`src/rtl/down_counter_timer.sv`:
```
// Loadable, enable-gated down counter/timer with one-shot and auto-reload modes.
// Optional build macro DOWN_CNT_PRESCALE_EN divides en-qualified cycles by PRESCALE.
module down_counter_timer #(
  parameter int WIDTH    = 4,
  parameter int PRESCALE = 4
) (
  input  logic             clk,
  input  logic             reset,
  input  logic             load,
  input  logic [WIDTH-1:0] load_val,
  input  logic             mode,
  input  logic             en,
  output logic [WIDTH-1:0] cout,
  output logic             tc,
  output logic             busy
);

  typedef enum logic [1:0] {
    IDLE = 2'd0,
    RUN  = 2'd1,
    DONE = 2'd2
  } state_t;

  state_t           state_q, state_d;
  logic [WIDTH-1:0] cout_q, cout_d;
  logic [WIDTH-1:0] reload_q, reload_d;
  logic             mode_q, mode_d;
  logic             tc_q, tc_d;
  logic             busy_q, busy_d;

  // step: this en-qualified RUN cycle is allowed to decrement.
  logic             step;
  logic             presc_clr;
  logic             presc_inc;

`ifdef DOWN_CNT_PRESCALE_EN
  localparam int PW = (PRESCALE > 1) ? $clog2(PRESCALE) : 1;

  logic [PW-1:0] presc_q, presc_d;

  assign step = (presc_q == PW'(PRESCALE - 1));

  always_comb begin
    presc_d = presc_q;
    if (presc_clr) begin
      presc_d = '0;
    end else if (presc_inc) begin
      presc_d = presc_q + PW'(1);
    end
  end

  always_ff @(posedge clk or negedge reset) begin
    if (!reset) begin
      presc_q <= '0;
    end else begin
      presc_q <= presc_d;
    end
  end
`else
  logic unused_prescale;

  assign step            = 1'b1;
  assign unused_prescale = (PRESCALE != 0) ^ presc_clr ^ presc_inc;
`endif

  // Priority per edge: load, then en-qualified counting in RUN, then hold.
  always_comb begin
    state_d   = state_q;
    cout_d    = cout_q;
    reload_d  = reload_q;
    mode_d    = mode_q;
    tc_d      = 1'b0;
    presc_clr = 1'b0;
    presc_inc = 1'b0;

    if (load) begin
      reload_d  = load_val;
      mode_d    = mode;
      cout_d    = load_val;
      presc_clr = 1'b1;
      state_d   = (load_val != '0) ? RUN : IDLE;
    end else begin
      case (state_q)
        RUN: begin
          if (en) begin
            if (!step) begin
              presc_inc = 1'b1;
            end else begin
              presc_clr = 1'b1;
              if (cout_q > WIDTH'(1)) begin
                cout_d = cout_q - WIDTH'(1);
              end else if (cout_q == WIDTH'(1)) begin
                tc_d = 1'b1;
                if (mode_q) begin
                  cout_d = reload_q;
                end else begin
                  cout_d  = '0;
                  state_d = DONE;
                end
              end else begin
                // A zero count cannot run; fall back to IDLE rather than wrap.
                state_d = IDLE;
              end
            end
          end
        end
        IDLE, DONE: begin
          state_d = state_q;
        end
        default: begin
          state_d = IDLE;
        end
      endcase
    end

    busy_d = (state_d == RUN);
  end

  always_ff @(posedge clk or negedge reset) begin
    if (!reset) begin
      state_q  <= IDLE;
      cout_q   <= '0;
      reload_q <= '0;
      mode_q   <= 1'b0;
      tc_q     <= 1'b0;
      busy_q   <= 1'b0;
    end else begin
      state_q  <= state_d;
      cout_q   <= cout_d;
      reload_q <= reload_d;
      mode_q   <= mode_d;
      tc_q     <= tc_d;
      busy_q   <= busy_d;
    end
  end

  assign cout = cout_q;
  assign tc   = tc_q;
  assign busy = busy_q;

endmodule

```
`config.mk`:
```
export PLATFORM = sky130hd
export DESIGN_NAME = down_counter_timer
export DESIGN_NICKNAME = d
export VERILOG_FILES = /design/src/rtl/down_counter_timer.sv
export SDC_FILE = /design/constraint.sdc
export NUM_CORES = 1
export LEC_CHECK = 0
export ABC_CLOCK_PERIOD_IN_PS = 5550
export BUFFER_PORTS_ARGS = -buffer_cell sky130_fd_sc_hd__buf_2
export CAP_MARGIN = 0
export CORE_AREA = 8 8 45 47
export CTS_CLUSTER_DIAMETER = 60
export DETAILED_ROUTE_END_ITERATION = 7
export DIE_AREA = 0 0 53 55
export GPL_TIMING_DRIVEN = 0
export PLACE_DENSITY = 0.82
export SLEW_MARGIN = 10
export SYNTH_ARGS = -nofsm -noshare
export SYNTH_HDL_FRONTEND = slang
export SYNTH_SLANG_ARGS = --single-unit
```
`constraint.sdc`:
```
create_clock -name clk -period 5.55 [get_ports clk]
set_clock_uncertainty 0.2 [all_clocks]
set_input_delay 1.665 -clock clk [delete_from_list [all_inputs] [get_ports clk]]
set_output_delay 1.665 -clock clk [all_outputs]
set_load 0.1 [all_outputs]
```
-- Yosys cells after proc, flatten, opt, wreduce, memory -nomap -nowiden
Cells that the tools add are included.
- output and inout port bits: 6
- bits of input ports: 9
- bits in registers: 13
- logic and storage cells: 37
- mux-type cells: 18
- reductions and logical operators: 7
- eq/ne operators: 4
- $lt $le $gt $ge: 1
- $add $sub $neg: 1
- operators with widths (kind ; number):
    two-way mux 4 bit ; 6
    two-way mux 2 bit ; 5
    two-way mux 1 bit ; 6
    equality test 2 x 1 -> 1 bit (second input constant) ; 2
    equality test 4 x 1 -> 1 bit (second input constant) ; 1
    > comparator 4 x 1 -> 1 bit (second input constant) ; 1
    case mux 2 bit (2 select lines) ; 1
    nonzero test 2 bit ; 2
    nonzero test 4 bit ; 1
    subtractor 4 x 1 -> 4 bit (second input constant) ; 1
    AND reduction 3 bit ; 1
    nonzero test 3 bit ; 1
    equality test 2 bit (second input constant) ; 1
    zero test 2 bit ; 1
    OR reduction 2 bit ; 1

-- Depth between registers and ports, before layout
- depth in word-level cells: 7
- depth in mapped cells: 6
- mapped depth without buffers: 6

-- Least setup slack after synthesis
Ideal clock, no wire load.
- kind: register to output
- start point: register cout_q[2] (netlist: cout[2])
- end point: output cout[2]
- setup slack: 2677 ps
- data arrival time: 1008 ps
- cell stages (with the launch flop): 1
- required time: 3685 ps
- path buffers: 0
- cell sequence: dfrtp_1
- RTL lines (what ; line ; text):
    start, declared ; 25 ; logic [WIDTH-1:0] cout_q, cout_d;
    start signal, assigned ; 129 ; cout_q <= cout_d;
    end, declared ; 13 ; output logic [WIDTH-1:0] cout,
No word-level cell between the ends.

-- Final worst setup path
- start point: register cout_q[2] (netlist: cout[2])
- end point: output cout[2]
No word-level cell between the ends.

==> results.md <==
* Synth Cell Area at 699 um^2
* Critical path class: reg2out
* Drt drc at 0
* Post-route clock period utilization at 0.560
* Cell family contributing the most delay on the critical path: flip-flops
* Largest net degree at the start of global routing at 14
* Hold depth at 2
* CTS max path bufs at 2
* H-tree depth at 1
* Final worst slack at 2440 ps
* P_int at 162 uW
* Max Cap Violations at 0
* RR Endpoint: cout[1]$_DFFE_PN0P_
* Vias after detailed routing at 588
* Share of post-route cells with drive strength above 1 at 0.267
* Register area at 325 um^2
* WP data required at 3690 ps
* Synth area leaders: dfrtp_1 47%, o21ai_0 4.3%, inv_1 4.3%
* Clock Power Share at 0.209
* Clock net sink count at 13
* Psw at 119 uW
* Filler cell count at 124
* Depth of the most critical reg-to-reg path at 6
* Final nets at 102
* Power per cell area at 346 nW/um^2
* Initial antenna violation count at 0
* Buf+Inv Stages, Crit Path at 1
* Drt total wl at 1.47 mm
* Synth cell types at 30
* Count of final hold-check violations at 0
* TritonCTS Buffers at 3
* Final core utilization at 0.586
* Syn Area/Cell at 9.58 um^2
* Crit-path max FO at 8
* Number of vias per cell at 5.55
* Total GRT Usage at 0.117
* Number of global-route vias before repair at 592
* Cell taking the most area after synthesis: dfrtp_1
* Cell Count, Final, Fillers Out at 106
* R2R Setup Slk at 3640 ps
* Clk slew on worst S/H paths at 70 ps
* Average routed wire per standard cell at 13.9 um
* Status: complete, no violations
* Sw Share at 0.424
* # port buffers at 13
* Startpoint type of the worst setup path: flop
* Final count of pins violating max slew at 0
* Core Box Area at 1380 um^2
* Pre-CTS WS at 2650 ps
* Leakage at 0.000373 uW
* Crit path DAT at 1240 ps
* Worst path cell trace: buf_2
* Max-slew headroom at 0.676
* Post-Synthesis Cells at 73
* Total instance count after detailed placement at 102
* Yosys Warn Count at 0
* Post-route ant nets at 0
* Die area at 2920 um^2
* Hold endpoint: reload_q[1]$_DFFE_PN0P_
* First-pass DRT Iterations at 4
* Gr ovfl total at 0
* CP Capture Type: output pin
* Global-route wire length before repair at 2.50 mm
* Setup TNS at 0 ps
* FMAX at 322 MHz
* Post-DP HPWL at 1.18 mm
* RSZ-0062 raised after global routing: no
* Initial Util at 0.505
* Synthesis-to-layout area growth at 15.9%
* Least-Margin Pin Slew at 489 ps
* Num ports at 15
* Footprint of the multi-input gates at 320 um^2
* Worst vdd rail ir drop at 0.000155 V
* CP peak stage delay at 480 ps
* Die Ht at 55 um
* Hold_sp: reload_q[1]$_DFFE_PN0P_
* Tmin final at 3110 ps
* Sequential fraction of the synthesis area at 0.465
* Iteration-0 DRC Markers at 16
* Combinational cell fraction of total power at 0.389
* Root buffer cell: clkbuf_4
* Clock Latency Late Sink at 280 ps
* Row cnt at 14
* R2R Path Start: cout[0]$_DFFE_PN0P_
* Setup Buffers After CTS at 0
* Slowest cell on crit path: dfrtp_1
* Synthesis-stage register bit count at 13
* Setup violation total in the final timing report at 0
* Hold buffers post-CTS at 0
* Post-synth top area share at 0.465
* PostCTS Resize Cnt at 0
* Die width at 53 um
* Antenna Cells at 0
* Routability cong. at 0.773
* CTS tree: built
* Sequential share of power at 0.402
* Hold Path Class: reg2reg
* Post-Syn Nets at 84
cells in the final DEF (no fill, tap or decap), drive strengths merged:
cell type	synthesis	final
o41ai	1	1
nand4b	2	2
o41a	1	1
ha	2	2
o311ai	1	1
nor2	6	6
o21ai	6	6
dfrtp	13	13
mux2	2	2
o22ai	1	1
inv	9	9
nand2	6	6
nor3	3	3
a2111o	1	1
nor4	1	1
and3b	1	1
nand3	1	1
a31oi	3	3
a21oi	3	3
o31ai	2	2
clkbuf	2	6
a311oi	1	1
nor2b	1	1
o211a	1	1
a21boi	1	1
buf	2	15
cell type report:
cell class              count  area share
well taps                  16      0.0247
multi-input cells          47       0.395
inverters                   9      0.0417
repair buffers             13      0.0802
flip-flops and latches     13       0.401
plain buffers               4      0.0247
clock buffers               4      0.0324
stage by stage:
stage	area, um^2	hold WS, ps	total power [uW]
after floorplan	699	297	201
after global placement	785	324	221
after detailed placement	785	339	224
after CTS	811	351	282
after global routing	811	389	296
final	811	349	281
synth_stat cells:
library cell / n
inv_2: 1
buf_4: 1
o21ai_0: 6
o311ai_1: 1
nor4_1: 1
inv_1: 8
a2111o_1: 1
o211a_1: 1
ha_1: 2
nand2_1: 6
o41ai_2: 1
nand4b_1: 2
a21boi_0: 1
nor3_2: 1
o31ai_1: 1
nand3_1: 1
o41a_1: 1
a21oi_1: 3
and3b_1: 1
mux2_2: 2
a311oi_1: 1
nor2_1: 6
o31ai_2: 1
dfrtp_1: 13
nor3_1: 2
buf_2: 1
clkbuf_1: 2
a31oi_1: 3
nor2b_1: 1
o22ai_1: 1
per-layer routing:
| metal | part of all wire | wire length [um] | global-route usage |
|---|---|---|---|
| met5 | 0 | 0 | 0 |
| met4 | 0.033 | 49 | 0.0905 |
| met3 | 0.048 | 71 | 0.0160 |
| met2 | 0.49 | 716 | 0.197 |
| met1 | 0.43 | 633 | 0.131 |
cell families (layout without fill, tap and decap cells):
| family | Yosys count | in the layout | synth area share |
|---|---|---|---|
| and+or+nand+nor | 21 | 21 | 0.156 |
| DFF | 13 | 13 | 0.465 |
| muxes | 2 | 2 | 0.0322 |
| AOI/OAI and AO/OA | 22 | 22 | 0.234 |
| buffers and inverters | 13 | 30 | 0.0769 |
| adders and majority gates | 2 | 2 | 0.0358 |
how the worst max path moves through the flow:
| stage | end | depth (start not counted) | startpoint | slack (ps) |
|---|---|---|---|---|
| finish | cout[2] | 1 | cout[2]$_DFFE_PN0P_ | 2440 |
| global route | cout[2] | 1 | cout[2]$_DFFE_PN0P_ | 2390 |
| CTS | cout[2] | 1 | cout[2]$_DFFE_PN0P_ | 2440 |
| detailed placement | cout[0]$_DFFE_PN0P_ | 5 | en | 2650 |
| global placement | cout[0]$_DFFE_PN0P_ | 5 | en | 2670 |
| floorplan | cout[2] | 0 | cout[2]$_DFFE_PN0P_ | 2680 |
power groups by stage:
| stage | Sequential, uW | Clock, uW | Combinational, uW |
|---|---|---|---|
| 6_report | 113 | 58.7 | 109 |
| 5_1_grt | 114 | 64.2 | 117 |
| 4_1_cts | 113 | 59.9 | 110 |
| 3_5_place_dp | 115 | 0 | 109 |
| 3_3_place_gp | 114 | 0 | 107 |
| 2_1_floorplan | 155 | 0 | 46.5 |
registers in the layout (all words and copies together), names as in the netlist:
signal,count
reload_q,4
mode_q,1
busy,1
state_q,2
tc,1
cout,4
Power figures use the tool's default switching activity.
